**src/rtl/uart_pkg.sv**
```systemverilog
// Shared UART definitions: FSM encodings, frame constants and the baud divisor rounding.
// Optional even-parity support elsewhere is gated by UART_RX_PARITY_EN.
package uart_pkg;

    localparam int UART_DATA_BITS  = 8;
    localparam int UART_OVERSAMPLE = 16;

    typedef enum logic [2:0] {
        ST_IDLE,
        ST_START,
        ST_DATA,
        ST_PARITY,
        ST_STOP
    } uart_state_t;

    // Rounded clk_freq / (16 * baud_rate), never below 1.
    function automatic int uart_div(input int clk_freq, input int baud_rate);
        int d;
        d = (clk_freq + 8 * baud_rate) / (UART_OVERSAMPLE * baud_rate);
        return (d < 1) ? 1 : d;
    endfunction

endpackage

```
**src/rtl/uart_rx_if.sv**
```systemverilog
// Byte-stream interface out of the UART receiver: valid/ready plus per-frame error pulses.
// parity_err is only meaningful when built with UART_RX_PARITY_EN.
interface uart_rx_if;
    import uart_pkg::*;

    logic [UART_DATA_BITS-1:0] rx_data;
    logic                      rx_valid;
    logic                      rx_ready;
    logic                      frame_err;
    logic                      overrun;
    logic                      parity_err;

    modport master (output rx_data, rx_valid, frame_err, overrun, parity_err, input rx_ready);
    modport slave  (input rx_data, rx_valid, frame_err, overrun, parity_err, output rx_ready);

endinterface

```
**src/rtl/uart_baud_tick.sv**
```systemverilog
// 16x oversample tick generator; counter is held at zero while en is low so ticks
// line up with the start edge. Shared between receiver and transmitter.
module uart_baud_tick
    import uart_pkg::*;
#(
    parameter int clk_freq  = 50000000,
    parameter int baud_rate = 115200
) (
    input  logic clk,
    input  logic rst,
    input  logic en,
    output logic tick
);

    localparam int DIV = uart_div(clk_freq, baud_rate);
    localparam int CW  = (DIV > 1) ? $clog2(DIV) : 1;
    localparam logic [CW-1:0] TERM = CW'(DIV - 1);

    logic [CW-1:0] cnt;

    always_ff @(posedge clk) begin
        if (rst || !en)
            cnt <= '0;
        else if (cnt == TERM)
            cnt <= '0;
        else
            cnt <= cnt + CW'(1);
    end

    assign tick = en && (cnt == TERM);

endmodule

```
**src/rtl/uart_rx.sv**
```systemverilog
// 8N1 UART receiver with 16x oversampling, valid/ready output and framing/overrun pulses.
// Define UART_RX_PARITY_EN to receive an even-parity bit between data and stop.
module uart_rx
    import uart_pkg::*;
#(
    parameter int clk_freq  = 50000000,
    parameter int baud_rate = 115200
) (
    input  logic       clk,
    input  logic       rst,
    input  logic       rxd,
    uart_rx_if.master  rx
);

    localparam logic [3:0] MID_BIT  = 4'(UART_OVERSAMPLE / 2 - 1);
    localparam logic [3:0] LAST_SMP = 4'(UART_OVERSAMPLE - 1);
    localparam logic [2:0] LAST_BIT = 3'(UART_DATA_BITS - 1);

    logic [1:0]                sync;
    logic                      rxd_s;
    logic                      rxd_q;
    uart_state_t               state;
    logic [3:0]                scnt;
    logic [2:0]                bcnt;
    logic [UART_DATA_BITS-1:0] shreg;
    logic                      byte_done;
    logic                      tick;
    logic                      tick_en;

    always_ff @(posedge clk) begin
        if (rst) begin
            sync  <= 2'b11;
            rxd_q <= 1'b1;
        end else begin
            sync  <= {sync[0], rxd};
            rxd_q <= sync[1];
        end
    end

    assign rxd_s   = sync[1];
    assign tick_en = (state != ST_IDLE);

    uart_baud_tick #(
        .clk_freq  (clk_freq),
        .baud_rate (baud_rate)
    ) u_tick (
        .clk  (clk),
        .rst  (rst),
        .en   (tick_en),
        .tick (tick)
    );

`ifdef UART_RX_PARITY_EN
    logic par_bad;
`endif

    always_ff @(posedge clk) begin
        if (rst) begin
            state        <= ST_IDLE;
            scnt         <= '0;
            bcnt         <= '0;
            shreg        <= '0;
            byte_done    <= 1'b0;
            rx.frame_err <= 1'b0;
`ifdef UART_RX_PARITY_EN
            par_bad       <= 1'b0;
            rx.parity_err <= 1'b0;
`endif
        end else begin
            byte_done    <= 1'b0;
            rx.frame_err <= 1'b0;
`ifdef UART_RX_PARITY_EN
            rx.parity_err <= 1'b0;
`endif
            case (state)
                ST_IDLE: begin
                    if (rxd_q && !rxd_s) begin
                        state <= ST_START;
                        scnt  <= '0;
                        bcnt  <= '0;
                    end
                end
                ST_START: begin
                    if (tick) begin
                        if (scnt == MID_BIT) begin
                            scnt  <= '0;
                            state <= rxd_s ? ST_IDLE : ST_DATA;
                        end else begin
                            scnt <= scnt + 4'd1;
                        end
                    end
                end
                // scnt wraps 15 -> 0 naturally, so each sample lands mid-bit.
                ST_DATA: begin
                    if (tick) begin
                        scnt <= scnt + 4'd1;
                        if (scnt == LAST_SMP) begin
                            shreg <= {rxd_s, shreg[UART_DATA_BITS-1:1]};
                            bcnt  <= bcnt + 3'd1;
                            if (bcnt == LAST_BIT) begin
`ifdef UART_RX_PARITY_EN
                                state <= ST_PARITY;
`else
                                state <= ST_STOP;
`endif
                            end
                        end
                    end
                end
`ifdef UART_RX_PARITY_EN
                ST_PARITY: begin
                    if (tick) begin
                        scnt <= scnt + 4'd1;
                        if (scnt == LAST_SMP) begin
                            par_bad <= rxd_s ^ (^shreg);
                            state   <= ST_STOP;
                        end
                    end
                end
`endif
                ST_STOP: begin
                    if (tick) begin
                        scnt <= scnt + 4'd1;
                        if (scnt == LAST_SMP) begin
                            state        <= ST_IDLE;
                            rx.frame_err <= !rxd_s;
`ifdef UART_RX_PARITY_EN
                            rx.parity_err <= par_bad;
                            byte_done     <= rxd_s && !par_bad;
`else
                            byte_done     <= rxd_s;
`endif
                        end
                    end
                end
                default: state <= ST_IDLE;
            endcase
        end
    end

`ifndef UART_RX_PARITY_EN
    assign rx.parity_err = 1'b0;
`endif

    // A consume in the same cycle as a new byte frees the slot, so no overrun.
    always_ff @(posedge clk) begin
        if (rst) begin
            rx.rx_data  <= '0;
            rx.rx_valid <= 1'b0;
            rx.overrun  <= 1'b0;
        end else begin
            rx.overrun <= 1'b0;
            if (byte_done && (!rx.rx_valid || rx.rx_ready)) begin
                rx.rx_data  <= shreg;
                rx.rx_valid <= 1'b1;
            end else begin
                if (rx.rx_valid && rx.rx_ready)
                    rx.rx_valid <= 1'b0;
                if (byte_done)
                    rx.overrun <= 1'b1;
            end
        end
    end

endmodule

```
**src/flat_wrapper.sv**
```systemverilog
// flat-port wrapper written by rule: the top's interface ports become plain ports
module uart_rx_flat import uart_pkg::*;
#(
    parameter int clk_freq  = 50000000,
    parameter int baud_rate = 115200
)
  (clk, rst, rxd, rx_rx_data, rx_rx_valid, rx_frame_err, rx_overrun, rx_parity_err, rx_rx_ready);
  uart_rx_if rx_i ();
  input  logic clk;
  input  logic rst;
  input  logic rxd;
  output wire logic [$bits(rx_i.rx_data)-1:0] rx_rx_data;
  output wire logic [$bits(rx_i.rx_valid)-1:0] rx_rx_valid;
  output wire logic [$bits(rx_i.frame_err)-1:0] rx_frame_err;
  output wire logic [$bits(rx_i.overrun)-1:0] rx_overrun;
  output wire logic [$bits(rx_i.parity_err)-1:0] rx_parity_err;
  input wire logic [$bits(rx_i.rx_ready)-1:0] rx_rx_ready;
  assign rx_rx_data = rx_i.rx_data;
  assign rx_rx_valid = rx_i.rx_valid;
  assign rx_frame_err = rx_i.frame_err;
  assign rx_overrun = rx_i.overrun;
  assign rx_parity_err = rx_i.parity_err;
  assign rx_i.rx_ready = rx_rx_ready;
  uart_rx #(.clk_freq(clk_freq), .baud_rate(baud_rate)) u_core (.clk(clk), .rst(rst), .rxd(rxd), .rx(rx_i));
endmodule
```
**config.mk**
```make
export PLATFORM = sky130hd
export DESIGN_NAME = uart_rx_flat
export DESIGN_NICKNAME = d
export VERILOG_FILES = /design/src/rtl/uart_pkg.sv /design/src/rtl/uart_rx_if.sv /design/src/rtl/uart_baud_tick.sv /design/src/rtl/uart_rx.sv /design/src/flat_wrapper.sv
export SDC_FILE = /design/constraint.sdc
export NUM_CORES = 1
export LEC_CHECK = 0
export ABC_AREA = 0
export BUFFER_PORTS_ARGS = -buffer_cell sky130_fd_sc_hd__clkbuf_2
export CAP_MARGIN = 5
export CORE_MARGIN = 2
export CORE_UTILIZATION = 37
export DETAILED_ROUTE_END_ITERATION = 8
export HOLD_SLACK_MARGIN = 0.02
export PLACE_DENSITY = 0.6
export SLEW_MARGIN = 20
export SYNTH_ARGS = -nofsm -noshare
export SYNTH_HDL_FRONTEND = slang
export SYNTH_SLANG_ARGS = --single-unit
```
**constraint.sdc**
```tcl
create_clock -name clk -period 3.35 [get_ports clk]
set_input_delay 0.1675 -clock clk [delete_from_list [all_inputs] [get_ports clk]]
set_output_delay 0.1675 -clock clk [all_outputs]
set_load 0.01 [all_outputs]
```
==> metrics.md <==
| Metric | Value |
|---|---|
| # diodes | `0` |
| Critical Path Source Type | `flop` |
| Critical path class | `reg2reg` |
| Syn nets | `188` |
| Primary FF master, synth | `dfxtp_1` |
| Synthesized area | `0.00169 mm²` |
| Status | `complete, no violations` |
| Slowest-stage cell, CP | `dfxtp_1` |
| Pwr dens | `~470 mW/mm²` |
| GRT Total Usage | `about an eighth` |
| Net Sw Power | `0.176 mW` |
| Worst Hold Class | `in2reg` |
| CTS H-tree lvls | `2` |
| Crit path DAT | `around 2.3 ns` |
| Largest net degree at the start of global routing | `36` |
| Flop pwr share | `52.3%` |
| RSZ-0062 raised after global routing | `no` |
| Mean Syn Cell Area | `9.46 µm²` |
| Syn Inst Count | `179` |
| Placer Congestion | `0.769` |
| Maximum vdd drop | `between 0.2 and 0.25 mV` |
| Initial Util | `a little under 40%` |
| Gr ovfl total | `0` |
| Fraction of layout instances using a drive strength above 1 | `15.8%` |
| Initial drt markers | `70` |
| Cts hold-fix bufs | `0` |
| Synth-to-Final Area Change | `11.1%` |
| Vias | `1221` |
| Critical path buffers and inverters | `0` |
| Wire length per cell | `12.2 µm` |
| Post-synth EDFFs | `0` |
| # nets final | `slightly below 200` |
| Highest clock rate | `482 MHz` |
| Power share of the clock group | `between 40% and 50%` |
| Clock Pin Slew Worst Setup and Hold Paths | `0.08 ns` |
| Clk_lat worst skew | `0.29 ns` |
| Fillers | `between 400 and 500` |
| Clock Path Buffers | `2` |
| Post-synth cell types | `46` |
| Setup tns final | `0 ns` |
| Die X | `71.7 µm` |
| Sequential element share of the synthesized area | `44.9%` |
| Combinational share of power | `2.7%` |
| Cell family with most CP delay | `simple AND/OR/NAND/NOR gates` |
| Leakage dissipation | `0.827 nW` |
| Total wire length | `2960 µm` |
| Critical path cell sequence | `nor3b_1 -> nand4_1 -> or2_0 -> a21oi_1` |
| Max-slew violations | `0` |
| Core area | `between 0.004 and 0.005 mm²` |
| Final ANT Viol Nets | `0` |
| Commonest non-fill, non-tap cells in the layout | `dfxtp_1, nor2_1, mux2i_1` |
| Clock root cell | `clkbuf_8` |
| Final period util | `62.0%` |
| Worst Skew | `0.00705 ns` |
| DR DRC count | `0` |
| Die area | `0.00514 mm²` |
| Post-synthesis register bit count | `38` |
| DR pass1 iterations | `4` |
| CTS tree | `built` |
| Yosys warns | `0` |
| Crit path max fanout | `14` |
| TritonCTS Buffers | `5` |
| Setup violators final | `0` |
| Cts repair resizes | `0` |
| First-pass GRT wire length | `5110 µm` |
| Sink Count | `38` |
| Final min period | `2.08 ns` |
| Fin. Hold Viols | `0` |
| Die height | `71.7 µm` |
| Post-synth ARST share | `0%` |
| Rows | `24` |
| Drt via density | `between 5 and 6` |
| Internal power | `0.701 mW` |
| Required time of the critical path | `3.56 ns` |
| CP peak stage delay | `0.58 ns` |
| Vias in the first global route | `1097` |
| Actual slew at the worst max-slew pin | `0.676 ns` |
| I/O pins | `16` |
| Post-CTS Setup Bufs | `0` |
| WHS | `about 0.058 ns` |
| Critical path endpoint category | `flop` |
| Initial antenna violation count | `0` |
| DP Wirelength | `just under 2000 µm` |
| Most common cell after layout, fill and taps aside | `dfxtp_1` |
| Sw Ratio | `20.1%` |
| PortBufs | `14` |
| MaxCap Viol Count | `0` |
| Rel. slew slack | `54.9%` |
-- worst paths after layout --
check	startpoint	end	slack (ns)	depth (start not counted)
setup / recovery	u_core.state[1]	u_core.bcnt[0]	1.27	4
hold / removal	rxd	u_core.sync[0]	0.06	2
setup reg to reg	u_core.state[1]	u_core.bcnt[0]	1.27	4
hold reg to reg	u_core.sync[0]	u_core.sync[1]	0.41	1
-- synthesized netlist by cell type, types with 2 or more instances --
master	n	area share (%)
nand2b_1	3	1.1
mux2i_1	16	9.5
o21ai_0	8	2.4
nor2b_1	4	1.5
nand3_1	9	2.7
or3_1	3	1.1
xnor2_1	2	1.0
inv_1	7	1.6
buf_2	3	0.89
buf_4	3	1.3
nor3b_1	4	1.8
o211ai_1	2	0.89
dfxtp_1	38	45
or2_2	4	1.5
xor2_1	2	1.0
nor2_1	27	6.0
and2_1	2	0.74
o21a_1	2	0.89
clkbuf_1	2	0.44
ha_1	5	3.7
nand4_1	2	0.74
a21oi_1	7	2.1
-- routing by layer --
metal	global-route usage [%]	wire length (µm)
met1	17.4	1550
met3	4.22	93
met5	0	0
met4	5.03	50
met2	18.3	1270
-- power by group through the flow --
| stage | Sequential (mW) | Clock [mW] | Combinational, mW |
|---|---|---|---|
| floorplan | 0.466 | 0 | 0.0205 |
| global placement | 0.468 | 0 | 0.0240 |
| detailed placement | 0.468 | 0 | 0.0241 |
| CTS | 0.458 | 0.408 | 0.0241 |
| global route | 0.458 | 0.423 | 0.0268 |
| finish | 0.458 | 0.395 | 0.0237 |
-- kinds of logic after synthesis --
logic type	Yosys count	share of synthesized area (%)
buffers and inverters	17	5.10
XOR/XNOR	4	2.07
flip-flops	38	44.9
adder cells (fa/ha/maj)	5	3.69
multiplexers	16	9.45
other	1	0.221
AND/OR/NAND/NOR	67	21.6
AO/OA/AOI/OAI	31	12.9
-- cell type report --
type / count / area [µm²] / area share [%]
clock buffer: 6 / 82.6 / 4.39
clock inverter: 1 / 30.0 / 1.60
inverter: 7 / 26.3 / 1.40
multi-input combinational: 124 / 847 / 45.0
sequential: 38 / 761 / 40.4
tap: 52 / 65.1 / 3.46
timing repair buffer: 14 / 70.1 / 3.72
-- worst reg2reg max path, delay by kind of cell (launching register included) --
| kind | cells | cell delay (ns) |
|---|---|---|
| compound gates | 1 | 0.14 |
| flops | 1 | 0.58 |
| simple gates | 3 | 1.28 |
-- registers in the layout (all words and copies together) (netlist names) --
name / count
u_core.bcnt: 3
u_core.rx.rx_valid: 1
u_core.shreg: 8
u_core.u_tick.cnt: 5
u_core.rx.rx_data: 8
u_core.scnt: 4
u_core.sync: 2
u_core.byte_done: 1
u_core.rx.frame_err: 1
u_core.rx.overrun: 1
u_core.state: 3
u_core.rxd_q: 1
-- per-stage QoR --
| step | power, mW | cell area (µm²) | utilization (%) | worst slack, ns | cells |
|---|---|---|---|---|---|
| finish | 0.877 | 1880 | 42.9 | 1.27 | 242 |
| global route | 0.908 | 1880 | 42.9 | 1.06 | 242 |
| CTS | 0.890 | 1880 | 42.9 | 1.27 | 242 |
| detailed placement | 0.493 | 1770 | 40.4 | 1.30 | 235 |
| global placement | 0.493 | 1770 | 40.4 | 1.35 | 235 |
| floorplan | 0.487 | 1690 | - | 1.85 | 179 |
Power figures use the tool's default switching activity.
